File: src/rtl/clk_div_prog.sv
// -----------------------------------------------------------------------------
// clk_div_prog -- programmable integer clock divider
//
// Divides clk by a run-time divisor N. The count runs 0..N-1 and wraps. clk_out
// is high for the first ceil(N/2) counts of each period, and tick pulses on the
// first cycle of each period. A new divisor is captured into a one-deep pending
// slot. It takes effect on the next wrap, so no period is ever truncated.
//
// Optional feature (macro CLK_DIV_ODD_50_EN): for odd N the high phase is
// floor(N/2) cycles plus a half cycle. The half cycle comes from a register
// clocked on the falling edge of clk, which gives a 50 % duty cycle. Without the
// macro, odd N gives a high phase of ceil(N/2) whole cycles.
//
// Parameters
//   WIDTH        counter / divisor width in bits (>= 2)
//   DEFAULT_DIV  divisor in effect after reset (2 .. 2^WIDTH-1)
//
// Ports
//   clk          clock
//   rst          asynchronous active-high reset
//   en           count enable; low freezes all divider state
//   div_in       requested divisor (0 and 1 are clamped to 2)
//   div_valid    div_in is valid
//   div_ready    high when the pending slot is empty
//   clk_out      divided clock, period N clk cycles
//   tick         one-cycle pulse on the first cycle of each period
//   active_div   divisor currently in effect
// -----------------------------------------------------------------------------
module clk_div_prog #(
    parameter int WIDTH       = 16,
    parameter int DEFAULT_DIV = 32768
) (
    input  logic             clk,
    input  logic             rst,
    input  logic             en,
    input  logic [WIDTH-1:0] div_in,
    input  logic             div_valid,
    output logic             div_ready,
    output logic             clk_out,
    output logic             tick,
    output logic [WIDTH-1:0] active_div
);

    localparam logic [WIDTH-1:0] DEF_DIV    = WIDTH'(DEFAULT_DIV);
    localparam logic [WIDTH-1:0] DEF_DIV_M1 = WIDTH'(DEFAULT_DIV - 1);
    localparam logic [WIDTH-1:0] MIN_DIV    = WIDTH'(2);

    logic [WIDTH-1:0] cnt_q,    cnt_d;
    logic [WIDTH-1:0] active_q, active_d;
    logic [WIDTH-1:0] pend_q,   pend_d;
    logic             pend_v_q, pend_v_d;
    logic             pos_q,    pos_d;
    logic             tick_q,   tick_d;

    logic             wrap;
    logic             accept;
    logic [WIDTH:0]   hi_lim;   // one extra bit so that N = 2^WIDTH-1 cannot overflow

    assign div_ready = ~pend_v_q;
    assign accept    = div_valid & ~pend_v_q;
    assign wrap      = (cnt_q == (active_q - WIDTH'(1)));

    always_comb begin
        cnt_d    = cnt_q;
        active_d = active_q;
        pend_d   = pend_q;
        pend_v_d = pend_v_q;
        pos_d    = pos_q;
        tick_d   = 1'b0;
        hi_lim   = '0;

        if (en) begin
            if (wrap) begin
                cnt_d  = '0;
                tick_d = 1'b1;
                if (pend_v_q) begin
                    active_d = pend_q;
                    pend_v_d = 1'b0;
                end
            end else begin
                cnt_d = cnt_q + WIDTH'(1);
            end

            // The threshold comes from the divisor that applies to the
            // new count, so the first period after a change is shaped by the new N.
`ifdef CLK_DIV_ODD_50_EN
            // floor(N/2). For odd N, the falling-edge stage adds the last half cycle.
            hi_lim = {1'b0, active_d} >> 1;
`else
            // ceil(N/2)
            hi_lim = ({1'b0, active_d} + (WIDTH+1)'(1)) >> 1;
`endif
            pos_d = ({1'b0, cnt_d} < hi_lim);
        end

        // A divisor accepted on a wrap edge waits for the next wrap. The apply
        // above used the old pending flag, which is clear whenever accept is high.
        if (accept) begin
            pend_d   = (div_in < MIN_DIV) ? MIN_DIV : div_in;
            pend_v_d = 1'b1;
        end
    end

    always_ff @(posedge clk or posedge rst) begin
        if (rst) begin
            cnt_q    <= DEF_DIV_M1;
            active_q <= DEF_DIV;
            pend_q   <= DEF_DIV;
            pend_v_q <= 1'b0;
            pos_q    <= 1'b0;
            tick_q   <= 1'b0;
        end else begin
            cnt_q    <= cnt_d;
            active_q <= active_d;
            pend_q   <= pend_d;
            pend_v_q <= pend_v_d;
            pos_q    <= pos_d;
            tick_q   <= tick_d;
        end
    end

`ifdef CLK_DIV_ODD_50_EN
    // This stage repeats pos_q half a cycle later. ORing it in adds half a cycle
    // at the end of the high phase. The OR is used only for odd divisors. At every
    // wrap pos_q is high, so switching between odd and even N cannot glitch.
    logic neg_q;

    always_ff @(negedge clk or posedge rst) begin
        if (rst) begin
            neg_q <= 1'b0;
        end else begin
            neg_q <= pos_q;
        end
    end

    assign clk_out = pos_q | (active_q[0] & neg_q);
`else
    assign clk_out = pos_q;
`endif

    assign tick       = tick_q;
    assign active_div = active_q;

endmodule

File: config.mk
export PLATFORM = sky130hd
export DESIGN_NAME = clk_div_prog
export DESIGN_NICKNAME = d
export VERILOG_FILES = /design/src/rtl/clk_div_prog.sv
export SDC_FILE = /design/constraint.sdc
export NUM_CORES = 1
export LEC_CHECK = 0
export CAP_MARGIN = 20
export CORE_MARGIN = 1.5
export CORE_UTILIZATION = 52
export DETAILED_ROUTE_END_ITERATION = 10
export PLACE_DENSITY_LB_ADDON = 0.2
export SLEW_MARGIN = 20
export SYNTH_ARGS = -nofsm -noshare
export SYNTH_HDL_FRONTEND = slang
export SYNTH_SLANG_ARGS = --single-unit
File: constraint.sdc
create_clock -name clk -period 5.4 [get_ports clk]
set_clock_uncertainty 0.05 [all_clocks]
set_input_delay 0.81 -clock clk [delete_from_list [all_inputs] [get_ports clk]]
set_output_delay 0.81 -clock clk [all_outputs]
set_load 0.01 [all_outputs]
* Word-level counts from Yosys, hierarchy flattened
Index checks and enable logic that the tools add are counted.
** Word-level totals
- Flip-flop bits (word level) :: 51
- Input bits :: 20
- Output and inout bits :: 19
- Word-level logic and storage cells :: 28
** Operators by class
- $add $sub $neg :: 3
- $lt $le $gt $ge :: 2
- Eq/ne operators :: 1
- Mux-type cells :: 11
- Bitwise gates (word level) :: 2
- Reductions and logical operators :: 3
** Operators by type and width (number)
- $mux 16 :: 6
- $add 16x1->17 const B :: 1
- $add 16x1->16 const B :: 1
- $eq 16x16->1 :: 1
- $lt 16x16->1 :: 1
- $lt 16x2->1 const B :: 1
- $sub 16x1->16 const B :: 1
- $mux 1 :: 5
- $reduce_bool 2->1 :: 2
- $reduce_and 2->1 :: 1
- $and 1x1->1 :: 1
- $not 1->1 :: 1

* Longest topological paths before layout
- Word-level depth :: 6
- Depth in mapped cells :: 25
- Mapped depth without buffers :: 23

* Worst setup path after synthesis
Ideal clock, no wire load.
- Path type :: reg2reg
- Start :: register active_q[0] (netlist: active_div[0])
- End :: register pos_q (netlist: clk_out)
- Library setup time :: 0.079 ns
- Data arrival time :: 5.229 ns
- Required time :: 5.271 ns
- Slack :: 0.041 ns
- Cell stages (with the launch flop) :: 25
- Path buffers :: 2
- Period minus slack after synthesis :: 5.359 ns
- Cells stage by stage :: dfrtp_1 > inv_1 > ha_1 > or3b_1 > buf_2 > or4_4 > a2111oi_2 > nand4_1 > nor4_1 > clkbuf_1 > nand3_1 > o21ai_0 > ha_1 > nand2_1 > mux2i_4 > a21boi_1 > o31ai_1 > ha_1 > a21o_1 > a21o_1 > a21oi_1 > nor2_1 > a2111oi_0 > o211ai_1 > a2bb2oi_1
** Between the ends
- Word-level cells in the longest chain between the ends :: 6
- Elaborated cells on any way between the ends :: 9
- Classes of those cells :: add/sub: 2; order compare: 1; eq/ne: 1; mux: 5
** RTL lines
- start, declared :: RTL line 49 : logic [WIDTH-1:0] active_q, active_d;
- start signal, assigned :: RTL line 114 : active_q <= active_d;
- $sub 16x1->16 :: RTL line 61 : assign wrap = (cnt_q == (active_q - WIDTH'(1)));
- $eq 16x16->1 :: RTL line 61
- $mux 16 :: RTL line 73 : if (wrap) begin
- $mux 16 :: RTL line 72 : if (en) begin
- $add 16x1->17 :: RTL line 91 : hi_lim = ({1'b0, active_d} + (WIDTH+1)'(1)) >> 1;
- $lt 16x16->1 (*) :: RTL line 93 : pos_d = ({1'b0, cnt_d} < hi_lim);
- end signal, assigned :: RTL line 117 : pos_q <= pos_d;
- end, declared :: RTL line 52 : logic pos_q, pos_d;
Mark *: on every way between the ends. The rest lies on a longest branch, timed or not. The select of a mux whose other input is x is not followed.
A chain may end at the register's enable or synchronous reset.

* Worst setup path in the final report
- Start :: register active_q[1] (netlist: active_div[1])
- End :: register pos_q (netlist: clk_out)
The elaborated chain is that of the path after synthesis.

==> impl_metrics.yaml <==
run_status:
  status: "completed"
sta:
  slew_viol_final: 0
  setup_total_negative_slack_ns: 0
  fin_crit_ns: 5.18
  max_slew_margin_pct: 57.6
  hold_viol: 0
  worst_pin_slew_ns: 0.636
  setup_viol: 0
  post-route-period-util_pct: 95.9
  fmax_mhz: 193
  worst_slack_ns: 0.222
power_and_ir_drop:
  power.density_mw_per_mm2: 271
  ir_worst_vdd_uv: 162
  leakage_nw: 2.00
  total_power_mw: 1.23
worst_setup_path:
  worstPathArrival_ns: 5.36
  critPathLaunchType: "register"
  path_class: "reg -> reg"
  required_ns: 5.58
  cp_max_fo: 5
  end_kind: "register"
layout:
  syn_to_final_growth_pct: 18.7
  final_cells: 551
  diodes: 0
  fin_nets: 489
  drive_above_1_share_pct: 22.6
  nFillCells: 577
yosys:
  synth_fa_ha_area_share_pct: 5.89
  synth_top_flop_cell: "dfrtp_1"
  muxShareOfSynthArea_pct: 15.5
  synth_top_family_by_area: "simple AND/OR/NAND/NOR gates"
  synth_cell_types: 54
  syn_nets: 444
  synthCells: 406
  async_reset_ff_share_pct: 100
  synth-compound-area-share_pct: 9.35
  avgSynthCellArea_um2: 9.42
  synth-simple-area-share_pct: 20.4
  ys_seq_elements: 51
  synth-xor-area-share_pct: 11.4
  yosysWarnings: 0
  syn-cell-area_mm2: 0.00383
  yosysSeqAreaShare_pct: 33.9
  synth_edf_count: 0
floorplanning:
  start_util_pct: 53.3
  core_mm2: 0.00718
  die_area_mm2: 0.00788
  fp.dieW_um: 88.8
  dieHeight_um: 88.8
  io_pins: 39
  fp-row-count: 31
drt:
  wirelength_um: 9140
  first_iter_violations: 202
  viasPerCell: 5.89
  ant_nets: 0
  vias: 3244
  dr.pass1.iters: 5
  route.detailed.drc: 0
  wl_per_cell_um: 16.6
clock_network:
  cts_tree: "done"
  cts-hold-fix-buffers: 0
  cts.clk_slew.worst_paths_ns: 0.11
  cts_buffer_depth: 2
  root_buffer: "clkbuf_8"
  clk_latency_ns: 0.31
  cts.sink_count: 51
  htree_levels: 2
  numCtsBuffers: 5
place:
  io_buffers: 38
  dpl.hpwl_um: 6950
  pre_cts_ws_ns: 0.130
  dp_cells: 538
  gp_congestion: 0.878
global_route:
  grt_pass1_wl_um: 14800
  grt_pass1_vias: 3006
  grt_antenna_before_repair: 0
  grt_max_degree: 52
  grtUsageTotal_pct: 24.4
  grt_overflow: 0
job:
  max_cap_violations: 0
min_path:
  hold_path.class: "reg -> reg"
-- where the power goes --
group | internal, mW | leakage, nW | switching (mW)
registers | 0.462 | 0.621 | 0.0848
clock network | 0.0942 | 0.0489 | 0.139
logic | 0.231 | 1.33 | 0.218
-- critical path, stage by stage (launching register included) --
cell	delay, ns
dfrtp_1	0.39
inv_1	0.11
ha_2	0.20
or3b_1	0.37
or4_4	0.51
a2111oi_4	0.39
nand4_1	0.19
nor4_4	0.33
nand3_1	0.11
o21ai_0	0.14
ha_2	0.30
nand2_2	0.09
mux2i_4	0.20
buf_4	0.16
mux2_1	0.31
o21ai_1	0.15
ha_1	0.26
and4_1	0.23
a21oi_1	0.15
nand2_1	0.09
a21oi_1	0.14
o211ai_1	0.10
a2bb2oi_1	0.14
-- flip-flops by register name (all words and copies together) (netlist names) --
name / cells
pend_v_q: 1
tick: 1
pend_q: 16
cnt_q: 16
active_div: 16
clk_out: 1
-- cell families (layout without fill, tap and decap cells) --
logic type	Yosys count	in the layout
AO/OA/AOI/OAI	55	55
flip-flops	51	51
AND/OR/NAND/NOR	149	149
adder cells (fa/ha/maj)	18	18
multiplexers	52	52
buffers and inverters	31	77
XOR/XNOR	50	50
-- Yosys cell counts (all sizes together), types with 7 or more instances --
cell,instances,share of area (%)
mux2,44,13
dfrtp,34,22
nand2,30,2.9
xnor2,29,6.6
nor2,28,2.7
xor2,21,4.8
nand3,20,2.6
o21ai,20,2.6
and3,19,3.1
ha,18,5.9
dfstp,17,12
clkbuf,14,1.4
nand4,10,1.6
buf,9,1.4
a21oi,8,1.0
inv,8,0.78
mux2i,8,2.4
nor3,7,0.92
-- path summary, 6_finish.rpt --
path / start / end / slack, ns / cells past startpoint
setup / recovery: active_div[1]$_DFFE_PP0P_ / clk_out$_DFFE_PP0P_ / 0.22 / 22
hold / removal: pend_q[7]$_DFFE_PP0P_ / active_div[7]$_DFFE_PP0P_ / 0.50 / 1
setup reg to reg: active_div[1]$_DFFE_PP0P_ / clk_out$_DFFE_PP0P_ / 0.22 / 22
hold reg to reg: pend_q[7]$_DFFE_PP0P_ / active_div[7]$_DFFE_PP0P_ / 0.50 / 1
max in group asynchronous: rst / cnt_q[15]$_DFFE_PP0P_ / 3.92 / 3
min in group asynchronous: rst / active_div[7]$_DFFE_PP0P_ / 0.95 / 3
-- cells in the final DEF, fill, tap and decap left out, types with 3 or more instances in the layout --
master	instances
a21o_1	3
mux2_1	5
clkbuf_8	5
nor2_1	28
nand2_1	28
mux2i_1	7
a31oi_1	4
o21ai_1	4
dfrtp_1	34
xnor2_1	29
o21ai_0	16
o31ai_1	4
o211ai_1	3
and2_1	4
clkdlybuf4s50_1	38
nor2b_1	5
or4_1	3
or3_1	5
a21oi_1	8
ha_1	16
buf_4	23
mux2_2	38
inv_1	6
dfstp_2	17
nand2b_1	3
nand4_1	10
xor2_1	21
nor4_1	4
nand3_1	20
and3_1	19
nor3_1	7
-- area by class of cell --
cell class | instances | area [µm²] | area share (%)
multi-input combinational | 324 | 2440 | 53.8
tap | 99 | 124 | 2.73
clock inverter | 3 | 22.5 | 0.496
inverter | 8 | 30.0 | 0.661
clock buffer | 5 | 68.8 | 1.52
sequential | 51 | 1300 | 28.6
timing repair buffer | 61 | 553 | 12.2
-- layer usage --
layer	vias up	track usage [%]	share of wire, %
met1	1573	33.1	45
met4	0	7.81	2.7
met5	-	0	0
met2	103	40.4	48
met3	18	3.26	4.2
li1	1550	-	-
-- stage by stage --
step           hold WS, ns  utilization (%)  area (µm²)
4_1_cts              0.514             62.1        4460
3_5_place_dp         0.488             60.9        4370
3_3_place_gp         0.479             60.9        4370
6_report             0.500             63.3        4540
2_1_floorplan        0.441                -        3830
5_1_grt              0.537             63.3        4540
-- what timing repair did --
item                                    in CTS  in global routing
gates resized for setup                      0                 11
buffers inserted                             0                  5
endpoints found under the setup margin       0                  1
Note: power is estimated with default switching activity, not from simulation.
